==> config.mk <==
export PLATFORM = sky130hd
export DESIGN_NAME = viterbi_link_ctrl
export DESIGN_NICKNAME = d
export VERILOG_FILES = /design/src/rtl/viterbi_link_ctrl.sv
export SDC_FILE = /design/constraint.sdc
export NUM_CORES = 1
export LEC_CHECK = 0
export BUFFER_PORTS_ARGS = -buffer_cell sky130_fd_sc_hd__buf_2
export CAP_MARGIN = 5
export CORE_MARGIN = 4
export CORE_UTILIZATION = 35
export CTS_BUF_LIST = sky130_fd_sc_hd__clkbuf_16
export CTS_CLUSTER_DIAMETER = 60
export CTS_CLUSTER_SIZE = 40
export DETAILED_ROUTE_END_ITERATION = 8
export PLACE_DENSITY = 0.58
export SLEW_MARGIN = 5
export SYNTH_ARGS = -nofsm -noshare
export SYNTH_HDL_FRONTEND = slang
export SYNTH_SLANG_ARGS = --single-unit
==> constraint.sdc <==
create_clock -name clk -period 6.45 [get_ports clk]
set_input_delay 0.3225 -clock clk [delete_from_list [all_inputs] [get_ports clk]]
set_output_delay 0.3225 -clock clk [all_outputs]
set_load 0.05 [all_outputs]
==> src/rtl/viterbi_link_ctrl.sv <==
// viterbi_link_ctrl: frame sequencer for the encoder -> channel -> Viterbi link.
//
// Feeds FRAME_LEN payload bits and TAIL_LEN zero flush bits to the encoder,
// windows channel error injection to the first ERR_WIN encoder cycles, and
// compares decoder output against a DEC_LAT-deep delayed copy of the payload.
//
// Optional build macro: VLC_PRBS_EN
//   defined   : payload comes from an internal PRBS-15 (x^15+x^14+1, seed 7FFF)
//   undefined : payload comes from src_bit_i
//
// Frame latency: a start accepted at rising edge T0 makes done_o high in the
// clock period that begins at edge T0+FRAME_LEN+DEC_LAT+2 (TAIL_LEN <= DEC_LAT+1;
// for longer tails, edge T0+FRAME_LEN+TAIL_LEN+1).
module viterbi_link_ctrl #(
    parameter int FRAME_LEN = 256,
    parameter int TAIL_LEN  = 8,
    parameter int DEC_LAT   = 16,
    parameter int ERR_WIN   = 256,
    parameter int CNT_W     = 16
) (
    input  logic             clk,
    input  logic             rst,
    input  logic             start_i,
    input  logic             src_bit_i,
    output logic             src_rdy_o,
    output logic             enc_en_o,
    output logic             enc_bit_o,
    output logic             inj_en_o,
    input  logic             dec_bit_i,
    output logic             busy_o,
    output logic             done_o,
    output logic [CNT_W-1:0] err_cnt_o,
    output logic [CNT_W-1:0] bit_cnt_o
);

    localparam int          TOTAL     = FRAME_LEN + TAIL_LEN;
    localparam int          IDX_W     = $clog2(TOTAL + 1);
    localparam logic [31:0] ERR_WIN_U = 32'(ERR_WIN);

    typedef enum logic [2:0] {
        S_IDLE,
        S_SEND,
        S_FLUSH,
        S_DRAIN,
        S_DONE
    } state_t;

    state_t             r_state;
    state_t             w_next;
    logic [IDX_W-1:0]   r_idx;
    logic               r_enc_en;
    logic               r_enc_bit;
    logic               r_inj;
    logic               r_pflag;
    logic [DEC_LAT-1:0] r_pipe_bit;
    logic [DEC_LAT-1:0] r_pipe_flag;
    logic [CNT_W-1:0]   r_err_cnt;
    logic [CNT_W-1:0]   r_bit_cnt;
    logic               w_accept;
    logic               w_payload_bit;

    assign w_accept = (r_state == S_IDLE) && start_i;

`ifdef VLC_PRBS_EN
    logic [14:0] r_lfsr;
    logic        w_unused_src;

    assign w_unused_src  = src_bit_i;
    assign w_payload_bit = r_lfsr[14];

    // PRBS-15 payload source, reseeded per frame, advanced once per consumed bit
    always_ff @(posedge clk or posedge rst) begin
        if (rst) begin
            r_lfsr <= 15'h7FFF;
        end else if (w_accept) begin
            r_lfsr <= 15'h7FFF;
        end else if (r_state == S_SEND) begin
            r_lfsr <= {r_lfsr[13:0], r_lfsr[14] ^ r_lfsr[13]};
        end
    end
`else
    assign w_payload_bit = src_bit_i;
`endif

    // State register
    always_ff @(posedge clk or posedge rst) begin
        if (rst) begin
            r_state <= S_IDLE;
        end else begin
            r_state <= w_next;
        end
    end

    // Next-state logic; DRAIN waits until no payload bit is in flight
    always_comb begin
        w_next = r_state;
        case (r_state)
            S_IDLE: begin
                if (start_i) begin
                    w_next = S_SEND;
                end
            end
            S_SEND: begin
                if (r_idx == IDX_W'(FRAME_LEN - 1)) begin
                    w_next = (TAIL_LEN == 0) ? S_DRAIN : S_FLUSH;
                end
            end
            S_FLUSH: begin
                if (r_idx == IDX_W'(TOTAL - 1)) begin
                    w_next = S_DRAIN;
                end
            end
            S_DRAIN: begin
                if (!r_pflag && !(|r_pipe_flag)) begin
                    w_next = S_DONE;
                end
            end
            S_DONE: begin
                w_next = S_IDLE;
            end
            default: begin
                w_next = S_IDLE;
            end
        endcase
    end

    // Encoder-side registers and encoder cycle index
    always_ff @(posedge clk or posedge rst) begin
        if (rst) begin
            r_idx     <= '0;
            r_enc_en  <= 1'b0;
            r_enc_bit <= 1'b0;
            r_inj     <= 1'b0;
            r_pflag   <= 1'b0;
        end else begin
            r_enc_en  <= 1'b0;
            r_enc_bit <= 1'b0;
            r_inj     <= 1'b0;
            r_pflag   <= 1'b0;
            case (r_state)
                S_IDLE: begin
                    if (start_i) begin
                        r_idx <= '0;
                    end
                end
                S_SEND: begin
                    r_enc_en  <= 1'b1;
                    r_enc_bit <= w_payload_bit;
                    r_pflag   <= 1'b1;
                    r_inj     <= (32'(r_idx) < ERR_WIN_U);
                    r_idx     <= r_idx + 1'b1;
                end
                S_FLUSH: begin
                    r_enc_en  <= 1'b1;
                    r_inj     <= (32'(r_idx) < ERR_WIN_U);
                    r_idx     <= r_idx + 1'b1;
                end
                default: begin
                end
            endcase
        end
    end

    // Compare pipeline: {sent bit, payload flag} delayed to meet dec_bit_i
    always_ff @(posedge clk or posedge rst) begin
        if (rst) begin
            r_pipe_bit  <= '0;
            r_pipe_flag <= '0;
        end else if (w_accept) begin
            r_pipe_bit  <= '0;
            r_pipe_flag <= '0;
        end else begin
            for (int unsigned i = DEC_LAT - 1; i > 0; i--) begin
                r_pipe_bit[i]  <= r_pipe_bit[i-1];
                r_pipe_flag[i] <= r_pipe_flag[i-1];
            end
            r_pipe_bit[0]  <= r_enc_bit;
            r_pipe_flag[0] <= r_pflag;
        end
    end

    // Saturating compared-bit and mismatch counters
    always_ff @(posedge clk or posedge rst) begin
        if (rst) begin
            r_err_cnt <= '0;
            r_bit_cnt <= '0;
        end else if (w_accept) begin
            r_err_cnt <= '0;
            r_bit_cnt <= '0;
        end else if (r_pipe_flag[DEC_LAT-1]) begin
            if (r_bit_cnt != '1) begin
                r_bit_cnt <= r_bit_cnt + 1'b1;
            end
            if ((r_pipe_bit[DEC_LAT-1] != dec_bit_i) && (r_err_cnt != '1)) begin
                r_err_cnt <= r_err_cnt + 1'b1;
            end
        end
    end

    assign src_rdy_o = (r_state == S_SEND);
    assign busy_o    = (r_state != S_IDLE);
    assign done_o    = (r_state == S_DONE);
    assign enc_en_o  = r_enc_en;
    assign enc_bit_o = r_enc_bit;
    assign inj_en_o  = r_inj;
    assign err_cnt_o = r_err_cnt;
    assign bit_cnt_o = r_bit_cnt;

endmodule

==> metrics.yaml <==
synth.distinct_cells: 47
via_per_inst: 4.90
core_um2: 9860
status: "finished clean"
synth_common_cells: "80 x dfrtp_1, 43 x nor2_1, 39 x and2_1, 20 x nand2_1, 20 x xnor2_1"
clock_sinks: 80
syn_inst: 335
synth_edf_count: 0
drc: 0
crit_type: "flip-flop to flip-flop"
p_leak_uw: 0.00189
worstMarginPinSlew_ns: 1.00
synth_seq_cells: 80
clockRootBuffer: "clkbuf_16"
hp-class: "input port to flip-flop"
cts_tree: "yes"
switching_share_pct: 33.3
crit_chain: "nor3_1 > nand2_1 > nand2_1 > a21oi_1 > a31o_1"
critPathMaxStageDelay_ns: 0.65
maxSlewViolCount: 0
htree_levels: 3
clk_pin_slew_ns: 0.06
dp_slack_ns: 4.29
grt_max_degree: 81
place_area_um2: 3920
rows: 36
post_cts_buffers: 0
drive_above_1_share_pct: 18.8
fp.dieH_um: 109
powerDensity_nw_per_um2: 337
synth_fp_nets: 344
max_slew_margin_pct: 33.0
die-area_um2: 11900
min_period_over_period_pct: 33.1
setup-tns-final_ns: 0
fill_cells: 950
drt_iter0_markers: 76
portBuffers: 42
rsz0062_at_grt: "false"
yosysTopAreaCellShare_pct: 55.8
detail-route-antenna-nets: 0
async_flop_share_pct: 100
min_period_ns: 2.14
skew_ns: 0.00685
cp.arrival_ns: 2.36
syn_to_final_growth_pct: 17.0
ioPinCount: 43
cts_resized: 0
syn_area_um2: 3590
start_util_pct: 36.4
ys_warn_count: 0
clkPwrFrac_pct: 32.8
ir_drop_v: 0.000152
max_freq_mhz: 468
p_seq_share_pct: 46.2
endpoint_kind: "flip-flop"
hold_buffers: 0
gp_congestion: 0.761
antenna_found_initial: 0
cts_buffers: 9
track_usage_pct: 12.4
clock_latency_ns: 0.33
setup_ws_ns: 4.31
switchingPower_uw: 471
yosysMostFrequentCell: "dfrtp_1"
hpwl_um: 4470
yosysSeqAreaShare_pct: 55.8
grt_first_pass_wirelength_um: 11500
stdcell_area_um2: 4200
wl_per_cell_um: 13.3
num_vias: 2528
cp_slowest_cell: "nand2_1"
grt_pass1_vias: 2464
crit_path_start_kind: "flip-flop"
clock_path_buffers: 2
syn_area_per_cell_um2: 10.7
synth_area_leader_cell: "dfrtp_1"
crit_top_cell: "nand2_1"
die_w_um: 109
nets: 387
crit_path_max_fanout: 41
grt-ovfl-total: 0
combPwrFrac_pct: 21.0
ys.flop_type: "dfrtp_1"
diodes: 0
wl_um: 6880
required_ns: 6.67
finalSetupViolations: 0
synthTopCellsByArea: "dfrtp_1 56%, and2_1 6.8%, xnor2_1 4.9%"
drt-pass1-iter-count: 4
drv_cap: 0
final_hold_viol_count: 0
power.internal_uw: 943
[sequential cells by signal (all words and copies together), names as in the netlist]
name	count
bit_cnt_o	16
err_cnt_o	16
r_pipe_bit	16
r_pipe_flag	16
r_idx	9
r_state	3
enc_bit_o	1
enc_en_o	1
inj_en_o	1
r_pflag	1
[metrics by stage]
step	util, %	total power [µW]	cells	hold slack [ns]
2_1_floorplan	-	890	335	0.428
3_3_place_gp	39.8	957	500	0.433
3_5_place_dp	39.8	962	500	0.434
4_1_cts	42.5	1440	516	0.177
5_1_grt	42.5	1500	516	0.194
6_report	42.5	1410	516	0.198
[metal layers]
layer  GRT usage (%)  vias up  wire, µm
met4            4.54        0        46
met2            19.9       47      3230
met5               0        -         0
met1            15.8     1231      3260
li1                -     1246         -
met3            3.97        4       352
[cell type report]
type	instances	area [µm²]	share of cell area (%)
Clock buffer	9	225	5.37
Clock inverter	7	48.8	1.16
Inverter	8	31.3	0.746
Multi-Input combinational cell	235	1500	35.7
Sequential cell	80	2000	47.7
Tap cell	133	166	3.97
Timing Repair Buffer	44	225	5.37
[power groups by stage]
| stage | Sequential [µW] | Clock, µW | Combinational, µW |
|---|---|---|---|
| 5_1_grt | 667 | 502 | 331 |
| 3_3_place_gp | 660 | 0 | 297 |
| 4_1_cts | 654 | 484 | 303 |
| 2_1_floorplan | 728 | 0 | 162 |
| 6_report | 653 | 464 | 297 |
| 3_5_place_dp | 661 | 0 | 301 |
[cells by family after synthesis]
family                     count (synthesis)  share of synthesized area, %
AOI/OAI and AO/OA                         35                          7.29
xor gates and xnor gates                  26                          6.35
adders and majority gates                  4                          1.40
buffers and inverters                     20                          2.48
DFF                                       80                          55.8
muxes                                      1                         0.279
and+or+nand+nor                          169                          26.4
[final timing paths]
kind                       cells past startpoint            end  slack [ns]     startpoint
setup / recovery                               5   err_cnt_o[2]        4.31     r_state[0]
hold / removal                                 2      enc_bit_o        0.20      src_bit_i
setup reg to reg                               5   err_cnt_o[2]        4.31     r_state[0]
hold reg to reg                                1  r_pipe_bit[9]        0.44  r_pipe_bit[8]
max in group asynchronous                      3   bit_cnt_o[9]        5.51            rst
min in group asynchronous                      3       inj_en_o        0.29            rst
[worst max-delay path: cells and delay by family (launching register included)]
| kind | cells | cell delay, ns |
|---|---|---|
| AND/OR/NAND/NOR | 3 | 1.24 |
| flip-flops | 1 | 0.51 |
| AO/OA/AOI/OAI | 2 | 0.26 |
[cells in the final DEF (no fill, tap or decap), types with 4 or more instances in the layout]
| cell type | instances |
|---|---|
| dfrtp_1 | 80 |
| nor2_1 | 43 |
| buf_2 | 42 |
| and2_1 | 39 |
| nand2_1 | 20 |
| xnor2_1 | 20 |
| nand3_1 | 16 |
| nor4_1 | 12 |
| a21oi_1 | 10 |
| clkbuf_16 | 9 |
| nor3_1 | 7 |
| inv_1 | 7 |
| xor2_1 | 6 |
| o21ai_0 | 6 |
| nand4_1 | 6 |
| a31oi_1 | 4 |
| a31o_1 | 4 |
| ha_1 | 4 |
(Power assumes the default switching activity.)
